### src/rtl/approx_div_8x4.sv
// approx_div_8x4: sequential radix-2 restoring divider, 8-bit dividend / 4-bit divisor.
// One quotient bit per clock, valid/ready handshakes on both sides.
// Optional feature: define DIV_ROUND_EN for a round-half-up quotient (remainder stays unrounded).
// A zero divisor spends a single cycle in CALC, so its result appears one cycle after accept.
module approx_div_8x4 #(
    parameter int unsigned DIVIDEND_W = 8,
    parameter int unsigned DIVISOR_W  = 4
) (
    input  logic                  clk,
    input  logic                  rst_n,
    input  logic                  in_valid,
    output logic                  in_ready,
    input  logic [DIVIDEND_W-1:0] dividend,
    input  logic [DIVISOR_W-1:0]  divisor,
    output logic                  out_valid,
    input  logic                  out_ready,
    output logic [DIVIDEND_W-1:0] quotient,
    output logic [DIVISOR_W-1:0]  remainder,
    output logic                  div_by_zero
);

    localparam int unsigned CNT_W  = $clog2(DIVIDEND_W + 1);
    localparam int unsigned PART_W = DIVISOR_W + 1;

    typedef enum logic [1:0] {
        IDLE = 2'd0,
        CALC = 2'd1,
        DONE = 2'd2
    } state_t;

    state_t                state;
    state_t                state_next;
    logic [CNT_W-1:0]      cnt;
    logic [DIVIDEND_W-1:0] dvd;
    logic [DIVISOR_W-1:0]  dvs;
    logic [DIVISOR_W-1:0]  partial;
    logic [DIVIDEND_W-1:0] quo_work;
    logic                  zero;

    logic [PART_W-1:0]     shifted;
    logic [PART_W-1:0]     diff;
    logic                  ge;
    logic [DIVISOR_W-1:0]  part_next;
    logic [DIVIDEND_W-1:0] quo_next;
    logic                  round_up;
    logic [DIVIDEND_W-1:0] quo_final;
    logic                  last_iter;

    // State register
    always_ff @(posedge clk or negedge rst_n) begin
        if (!rst_n) begin
            state <= IDLE;
        end else begin
            state <= state_next;
        end
    end

    // Next-state logic
    always_comb begin
        state_next = state;
        case (state)
            IDLE:    if (in_valid) state_next = CALC;
            CALC:    if (last_iter) state_next = DONE;
            DONE:    if (out_ready) state_next = IDLE;
            default: state_next = IDLE;
        endcase
    end

    // Handshake outputs decoded from the state register
    always_comb begin
        in_ready  = 1'b0;
        out_valid = 1'b0;
        case (state)
            IDLE:    in_ready  = 1'b1;
            DONE:    out_valid = 1'b1;
            default: ;
        endcase
    end

    // One restoring iteration: shift in next dividend bit, trial-subtract divisor
    always_comb begin
        last_iter = (cnt == CNT_W'(1));
        shifted   = {partial, dvd[DIVIDEND_W-1]};
        diff      = shifted - {1'b0, dvs};
        ge        = (shifted >= {1'b0, dvs});
        part_next = ge ? diff[DIVISOR_W-1:0] : shifted[DIVISOR_W-1:0];
        quo_next  = {quo_work[DIVIDEND_W-2:0], ge};
`ifdef DIV_ROUND_EN
        // 2*r >= d rounds half up; q = 255 forces d = 1, r = 0, so no overflow
        round_up  = ({part_next, 1'b0} >= {1'b0, dvs});
`else
        round_up  = 1'b0;
`endif
        quo_final = quo_next + DIVIDEND_W'(round_up);
    end

    // Operand capture, iteration registers and held result registers
    always_ff @(posedge clk or negedge rst_n) begin
        if (!rst_n) begin
            cnt         <= '0;
            dvd         <= '0;
            dvs         <= '0;
            partial     <= '0;
            quo_work    <= '0;
            zero        <= 1'b0;
            quotient    <= '0;
            remainder   <= '0;
            div_by_zero <= 1'b0;
        end else begin
            case (state)
                IDLE: begin
                    if (in_valid) begin
                        dvd      <= dividend;
                        dvs      <= divisor;
                        partial  <= '0;
                        quo_work <= '0;
                        zero     <= (divisor == '0);
                        cnt      <= (divisor == '0) ? CNT_W'(1) : CNT_W'(DIVIDEND_W);
                    end
                end
                CALC: begin
                    cnt      <= cnt - CNT_W'(1);
                    dvd      <= {dvd[DIVIDEND_W-2:0], 1'b0};
                    partial  <= part_next;
                    quo_work <= quo_next;
                    if (last_iter) begin
                        if (zero) begin
                            quotient    <= '1;
                            remainder   <= dvd[DIVISOR_W-1:0];
                            div_by_zero <= 1'b1;
                        end else begin
                            quotient    <= quo_final;
                            remainder   <= part_next;
                            div_by_zero <= 1'b0;
                        end
                    end
                end
                default: ;
            endcase
        end
    end

endmodule

### config.mk
export PLATFORM = sky130hd
export DESIGN_NAME = approx_div_8x4
export DESIGN_NICKNAME = d
export VERILOG_FILES = /design/src/rtl/approx_div_8x4.sv
export SDC_FILE = /design/constraint.sdc
export NUM_CORES = 1
export LEC_CHECK = 0
export CAP_MARGIN = 10
export CORE_MARGIN = 2
export CORE_UTILIZATION = 48
export CTS_CLUSTER_SIZE = 28
export DETAILED_ROUTE_END_ITERATION = 12
export GPL_ROUTABILITY_DRIVEN = 0
export HOLD_SLACK_MARGIN = 0.12
export PLACE_DENSITY = 0.75
export SYNTH_ARGS = -nofsm -noshare
export SYNTH_HDL_FRONTEND = slang
export SYNTH_SLANG_ARGS = --single-unit
### constraint.sdc
create_clock -name clk -period 1.8 [get_ports clk]
set_clock_uncertainty 0.2 [all_clocks]
set_input_delay 0.18 -clock clk [delete_from_list [all_inputs] [get_ports clk]]
set_output_delay 0.18 -clock clk [all_outputs]
set_load 0.005 [all_outputs]
==> results of run 1 <==
==> per-layer routing <==
| metal | GRT usage, % | part of all wire, % |
|---|---|---|
| met2 | 36.1 | 52 |
| met1 | 31.3 | 44 |
| met4 | 9.80 | 1.6 |
| met3 | 5.68 | 2.5 |
| met5 | 0 | 0 |
==> registers in the layout (all words and copies together) (netlist names) <==
name	flops
cnt	4
dvd	8
partial	4
quo_work	7
zero	1
state	2
div_by_zero	1
quotient	8
remainder	4
dvs	4
==> logic make-up (layout without fill, tap and decap cells) <==
kind of cell,after synthesis,in the layout
AO/OA/AOI/OAI,49,49
adder cells (fa/ha/maj),7,7
buffers and inverters,20,74
flip-flops,43,43
XOR/XNOR,3,3
multiplexers,3,3
AND/OR/NAND/NOR,95,95
==> layout make-up <==
type | count | share of cell area (%)
clock inverters | 2 | 2.12
inverters | 8 | 1.10
well taps | 50 | 2.21
clock buffers | 6 | 2.56
multi-input cells | 157 | 35.2
repair buffers | 58 | 18.8
flip-flops and latches | 43 | 38.0
==> repair_timing <==
item                       in CTS  in global routing
pin swaps                       4                 11
gates cloned                    0                  0
setup buffers                   3                  1
setup endpoints to repair      10                 19
resized for setup              19                 22
hold buffers                    1                  0
hold endpoints to repair       43                  0
==> worst register-to-register path: cells and delay by family, from the launching register on <==
family | cells | cell delay, ps
compound gates | 2 | 300
fa+ha+maj | 1 | 180
buf+inv | 2 | 210
flops | 1 | 350
simple gates | 3 | 520
==> Yosys cell counts, types with 2 or more instances <==
master / n
nand2b_1: 4
nand3b_1: 2
xor2_1: 3
buf_6: 2
and3_1: 3
a31oi_1: 8
nor4_1: 3
buf_1: 2
nand2_1: 58
nand3_1: 6
inv_1: 7
dfrtp_1: 43
and2_1: 2
ha_1: 6
buf_2: 4
nor2_1: 13
o21ai_2: 2
clkbuf_1: 3
a21oi_1: 8
mux2i_1: 2
o21ai_0: 29
==> power groups by stage <==
stage | Sequential, mW | Clock (mW) | Combinational (mW)
2_1_floorplan | 1.67 | 0 | 1.51
3_3_place_gp | 1.70 | 0 | 2.38
3_5_place_dp | 1.72 | 0 | 2.46
4_1_cts | 1.71 | 0.903 | 2.83
5_1_grt | 1.80 | 0.948 | 3.64
6_report | 1.75 | 0.887 | 3.34
==> how the worst min path moves through the flow <==
| stage | start | slack (ps) | endpoint |
|---|---|---|---|
| global route | dividend[4] | 240 | dvd[4]$_DFFE_PN0P_ |
| detailed placement | rst_n | 90 | dvs[0]$_DFFE_PN0P_ |
| CTS | out_ready | 230 | state[1]$_DFFE_PN0P_ |
| finish | out_ready | 230 | state[1]$_DFFE_PN0P_ |
| floorplan | rst_n | -320 | cnt[0]$_DFFE_PN0P_ |
| global placement | rst_n | 80 | cnt[3]$_DFFE_PN0P_ |
==> per-stage QoR <==
step	cell area [um2]	setup TNS (ps)	cells	total power, mW	setup slack, ps
2_1_floorplan	2020	0	220	3.18	2.16
3_3_place_gp	2490	-253	311	4.09	-51.3
3_5_place_dp	2490	-785	311	4.18	-143
4_1_cts	2720	-125	323	5.45	-50.2
5_1_grt	2830	-837	324	6.38	-133
6_report	2830	-214	324	5.97	-90.2
==> summary.txt, run 1 <==
Sequential Power Share -> 29.3%
Post-synth top area share -> 53.3%
Io pins -> 31
CP required -> 1770 ps
Tcrit/Tclk final -> 105%
Crit path launch -> cnt[1]$_DFFE_PN0P_
Seq/Total Area, Yosys -> 53.3%
FF+latch count, synth -> 43
GR Util All Layers -> 23.3%
Starting Density -> 50.1%
Die Footprint -> 4740 um2
Clock tree root driver cell -> clkbuf_8
Reg area -> 1080 um2
DR pass1 iterations -> 4
DR WL/cell -> 15.7 um
RSZ-0062 raised after global routing -> yes
Leakage power -> 1.31 nW
Buf/Inv on CP -> 2
Critical-path cell list -> inv_1 -> ha_1 -> nor3b_2 -> buf_4 -> and2_4 -> and3_1 -> a21oi_1 -> o21ai_1
Layout area overhead -> 40.4%
Slowest stage cell on the critical path -> dfrtp_1
Crit Path Class -> reg2reg
Final Hold Viols -> 0
CTS clk-pin slew, worst paths -> 80 ps
Row cnt -> 23
Vias -> 1702
Simple-gate share of the synthesized area -> 20.6%
Via-to-Cell Ratio -> 5.25
Main flop type after synthesis -> dfrtp_1
Post-DP HPWL -> 3230 um
Core Area -> 4030 um2
Syn Nets -> 243
Least-Margin Pin Slew -> 546 ps
Worst r2r src -> cnt[1]$_DFFE_PN0P_
Largest family of logic cells by synthesized area -> simple AND/OR/NAND/NOR gates
Setup slack, reg-to-reg -> -90 ps
Chip width -> 68.8 um
Post-synth cell types -> 31
HP Class -> in2reg
Critical path's largest stage delay -> 350 ps
Final setup violation count -> 4
Max_cap viols -> 0
Largest net degree at the start of global routing -> 44
Critical Path AT -> 1860 ps
Slew headroom -> 63.6%
Commonest non-fill, non-tap cell in the layout -> nand2_1
Multi-input combinational cell area -> 997 um2
Ant diodes -> 0
Yosys top cell by area -> dfrtp_1
Syn_area_per_cell -> 9.17 um2
TritonCTS clock tree -> yes
Internal -> 3.68 mW
Syn Inst Count -> 220
Vias in the first global route -> 1636
Number of cells on the critical path -> 8
Synth Area in Compound Gates -> 13.3%
Worst skew pair latency -> 300 ps
End of the worst register-to-register path -> remainder[1]$_DFFE_PN0P_
Commonest non-fill, non-tap cells in the layout -> 56 x nand2_1, 43 x dfrtp_1, 27 x clkdlybuf4s50_1
Initial DRC count -> 125
Reg2Reg Depth -> 8
Dominant cells by area after synthesis -> dfrtp_1 53%, nand2_1 11%, o21ai_0 7.2%, ha_1 3.7%, a31oi_1 2.5%
Setup crit end -> remainder[1]$_DFFE_PN0P_
Layout cells sized above 1 -> 23.4%
Sw Pwr -> 2.29 mW
DRC errors left -> 0
Clock share of power -> 14.9%
Post-Route WL -> 5080 um
Fmax -> 529 MHz
CTS max path bufs -> 2
I/O Buffers -> 30
H-tree Lvls -> 2
Ys async rst share -> 100%
Worst Slack Setup Final -> -90.2 ps
First-pass GRT wire length -> 7860 um
Number of synthesized flops with an enable pin -> 0
Layout fillers -> 301
Antenna viol nets, final -> 0
Clock sinks -> 43
Mux cell area share after synthesis -> 1.74%
PD cells -> 2110 nW/um2
Nets -> 296
Cell area after synthesis -> 2020 um2
Final hold slack -> 235 ps
Global route total overflow -> 0
Combinational Power Share -> 55.9%
Startpoint Class -> register
Max VDD drop -> 990 uV
Initial antenna violation count -> 0
CP delay by family, top -> simple AND/OR/NAND/NOR gates
Switching share of power -> 38.4%
Setup crit end kind -> register
Final min period -> 1890 ps
Critical path peak fanout -> 8
Num CTS Buffers -> 5
Hold depth -> 2
Die Y -> 68.8 um
Failing checks -> setup timing
Final Util -> 70.3%
Synth Area in Adders -> 4.71%
Fin. max-slew vios -> 0
Outcome -> finished, violations left
XOR/XNOR share of the synthesized area -> 1.30%
Yosys warnings -> 0
(Power assumes the default switching activity.)
==> inputs of run 2 (changes only) <==
--- a/config.mk
+++ b/config.mk
@@ -7,12 +7,12 @@
 export LEC_CHECK = 0
 export CAP_MARGIN = 10
 export CORE_MARGIN = 2
-export CORE_UTILIZATION = 48
+export CORE_UTILIZATION = 40
 export CTS_CLUSTER_SIZE = 28
 export DETAILED_ROUTE_END_ITERATION = 12
 export GPL_ROUTABILITY_DRIVEN = 0
 export HOLD_SLACK_MARGIN = 0.12
-export PLACE_DENSITY = 0.75
+export SLEW_MARGIN = 10
 export SYNTH_ARGS = -nofsm -noshare
 export SYNTH_HDL_FRONTEND = slang
 export SYNTH_SLANG_ARGS = --single-unit
==> run 2 against run 1 <==
Net effect: the flow now finishes without violations; critical path depth is 3 lower; global-route usage is 5.4 points lower; sequential power hardly changed; setup slack better by 110 ps; sequential share of layout area is 0.073 points lower.
==> summary.txt, run 2 (synthesized netlist as in run 1, its figures left out) <==
Outcome -> completed
Worst skew pair latency -> 300 ps
Slew headroom -> 70.6%
Starting Density -> 42.1%
H-tree Lvls -> 2
First-pass GRT wire length -> 7560 um
Crit path launch -> partial[1]$_DFFE_PN0P_
Final min period -> 1780 ps
Critical path peak fanout -> 4
Critical Path AT -> 1800 ps
Crit Path Class -> reg2reg
Num CTS Buffers -> 5
I/O Buffers -> 30
Largest net degree at the start of global routing -> 35
Critical path's largest stage delay -> 420 ps
Commonest non-fill, non-tap cells in the layout -> 56 x nand2_1, 42 x dfrtp_1, 27 x clkdlybuf4s50_1
Final setup violation count -> 0
Largest registers -> dvd x8, quotient x8, quo_work x7
Max_cap viols -> 0
Global route total overflow -> 0
Max VDD drop -> 1210 uV
Setup crit end kind -> register
Die Y -> 75.0 um
Chip width -> 75.0 um
Initial antenna violation count -> 0
Initial DRC count -> 60
HP Class -> in2async
Least-Margin Pin Slew -> 441 ps
Leakage power -> 1.31 nW
Critical-path cell list -> ha_4 -> nor4_4 -> a22o_4 -> mux2_4 -> o21ai_2
Via-to-Cell Ratio -> 4.88
PD cells -> 1940 nW/um2
Vias in the first global route -> 1579
Antenna viol nets, final -> 0
Setup TNS -> 0 ps
GR Util All Layers -> 17.9%
RSZ-0062 raised after global routing -> yes
CTS clk-pin slew, worst paths -> 90 ps
Tcrit/Tclk final -> 98.7%
Clock tree root driver cell -> clkbuf_8
DR WL/cell -> 13.2 um
CTS max path bufs -> 2
Post-DP HPWL -> 3080 um
Post-Route WL -> 4540 um
Die Footprint -> 5630 um2
Slowest stage cell on the critical path -> dfrtp_1
Ant diodes -> 0
Worst r2r src -> partial[1]$_DFFE_PN0P_
Vias -> 1678
Commonest non-fill, non-tap cell in the layout -> nand2_1
Io pins -> 31
Final Hold Viols -> 0
Row cnt -> 25
DRC errors left -> 0
Final Power -> 5.51 mW
Reg2Reg Depth -> 5
DR pass1 iterations -> 4
Clock sinks -> 43
Nets -> 299
Fmax -> 563 MHz
Core Area -> 4790 um2
TritonCTS clock tree -> yes
Layout cells sized above 1 -> 26.4%
Startpoint Class -> register
CP required -> 1830 ps
Layout area overhead -> 40.9%
Fin. max-slew vios -> 0
-- run 2: cell count changes in the layout (fill, tap and decap cells not counted), moves of 2 or more --
cell	delta
inv_1	-2
clkinvlp_4	+2
inv_2	+2
bufinv_16	-2
buf_4	+3
-- run 2: worst max-delay path, delay by kind of cell, from the launching register on --
| family | cells | cell delay [ps] |
|---|---|---|
| DFF | 1 | 420 |
| AOI/OAI and AO/OA | 2 | 320 |
| muxes | 1 | 320 |
| and+or+nand+nor | 1 | 280 |
| adders and majority gates | 1 | 180 |
-- run 2: path summary, 6_finish.rpt --
kind                            slack [ps]                       end
worst max-delay path                    20    partial[0]$_DFFE_PN0P_
worst min-delay path                   190  remainder[1]$_DFFE_PN0P_
worst max register to register          20    partial[0]$_DFFE_PN0P_
worst min register to register         270   quotient[1]$_DFFE_PN0P_
max in group asynchronous              380        dvs[2]$_DFFE_PN0P_
min in group clk                       200        dvd[0]$_DFFE_PN0P_
-- run 2: repair_timing --
| item | in CTS | in global routing |
|---|---|---|
| setup endpoints to repair | 10 | 16 |
| pin swaps | 2 | 7 |
| hold endpoints to repair | 43 | 0 |
| hold buffers | 2 | 0 |
| buffers inserted | 1 | 3 |
| resized for setup | 6 | 40 |
-- run 2: report_power, final --
part	switching, mW	internal, mW	total (mW)
clock network	0.346	0.270	0.616
registers	0.330	1.42	1.75
logic	1.47	1.67	3.14
total	2.14	3.36	5.51
-- run 2: metrics by stage --
step	worst slack [ps]	hold WS (ps)	instances	util (%)	area, um2
floorplan	2.16	-316	220	-	2020
global placement	-45.2	-133	330	52.8	2530
detailed placement	-50.5	-133	330	52.8	2530
CTS	-0.281	189	341	55.7	2660
global route	-52.2	210	344	59.4	2840
finish	23.1	188	344	59.4	2840
-- run 2: area by class of cell --
| class | instances | area (um2) |
|---|---|---|
| clock inverter | 3 | 20.0 |
| inverter | 8 | 31.3 |
| timing repair buffer | 61 | 558 |
| multi-input combinational | 157 | 1000 |
| clock buffer | 5 | 68.8 |
| fill | 408 | 1940 |
| sequential | 43 | 1080 |
| tap | 67 | 83.8 |
-- run 2: metal layers --
layer | vias to the layer above | share of wire (%) | track usage [%]
met5 | - | 0 | 0
met4 | 0 | 1.5 | 5.36
met3 | 7 | 3.7 | 4.28
met2 | 36 | 44 | 25.7
met1 | 787 | 51 | 26.8
li1 | 848 | - | -
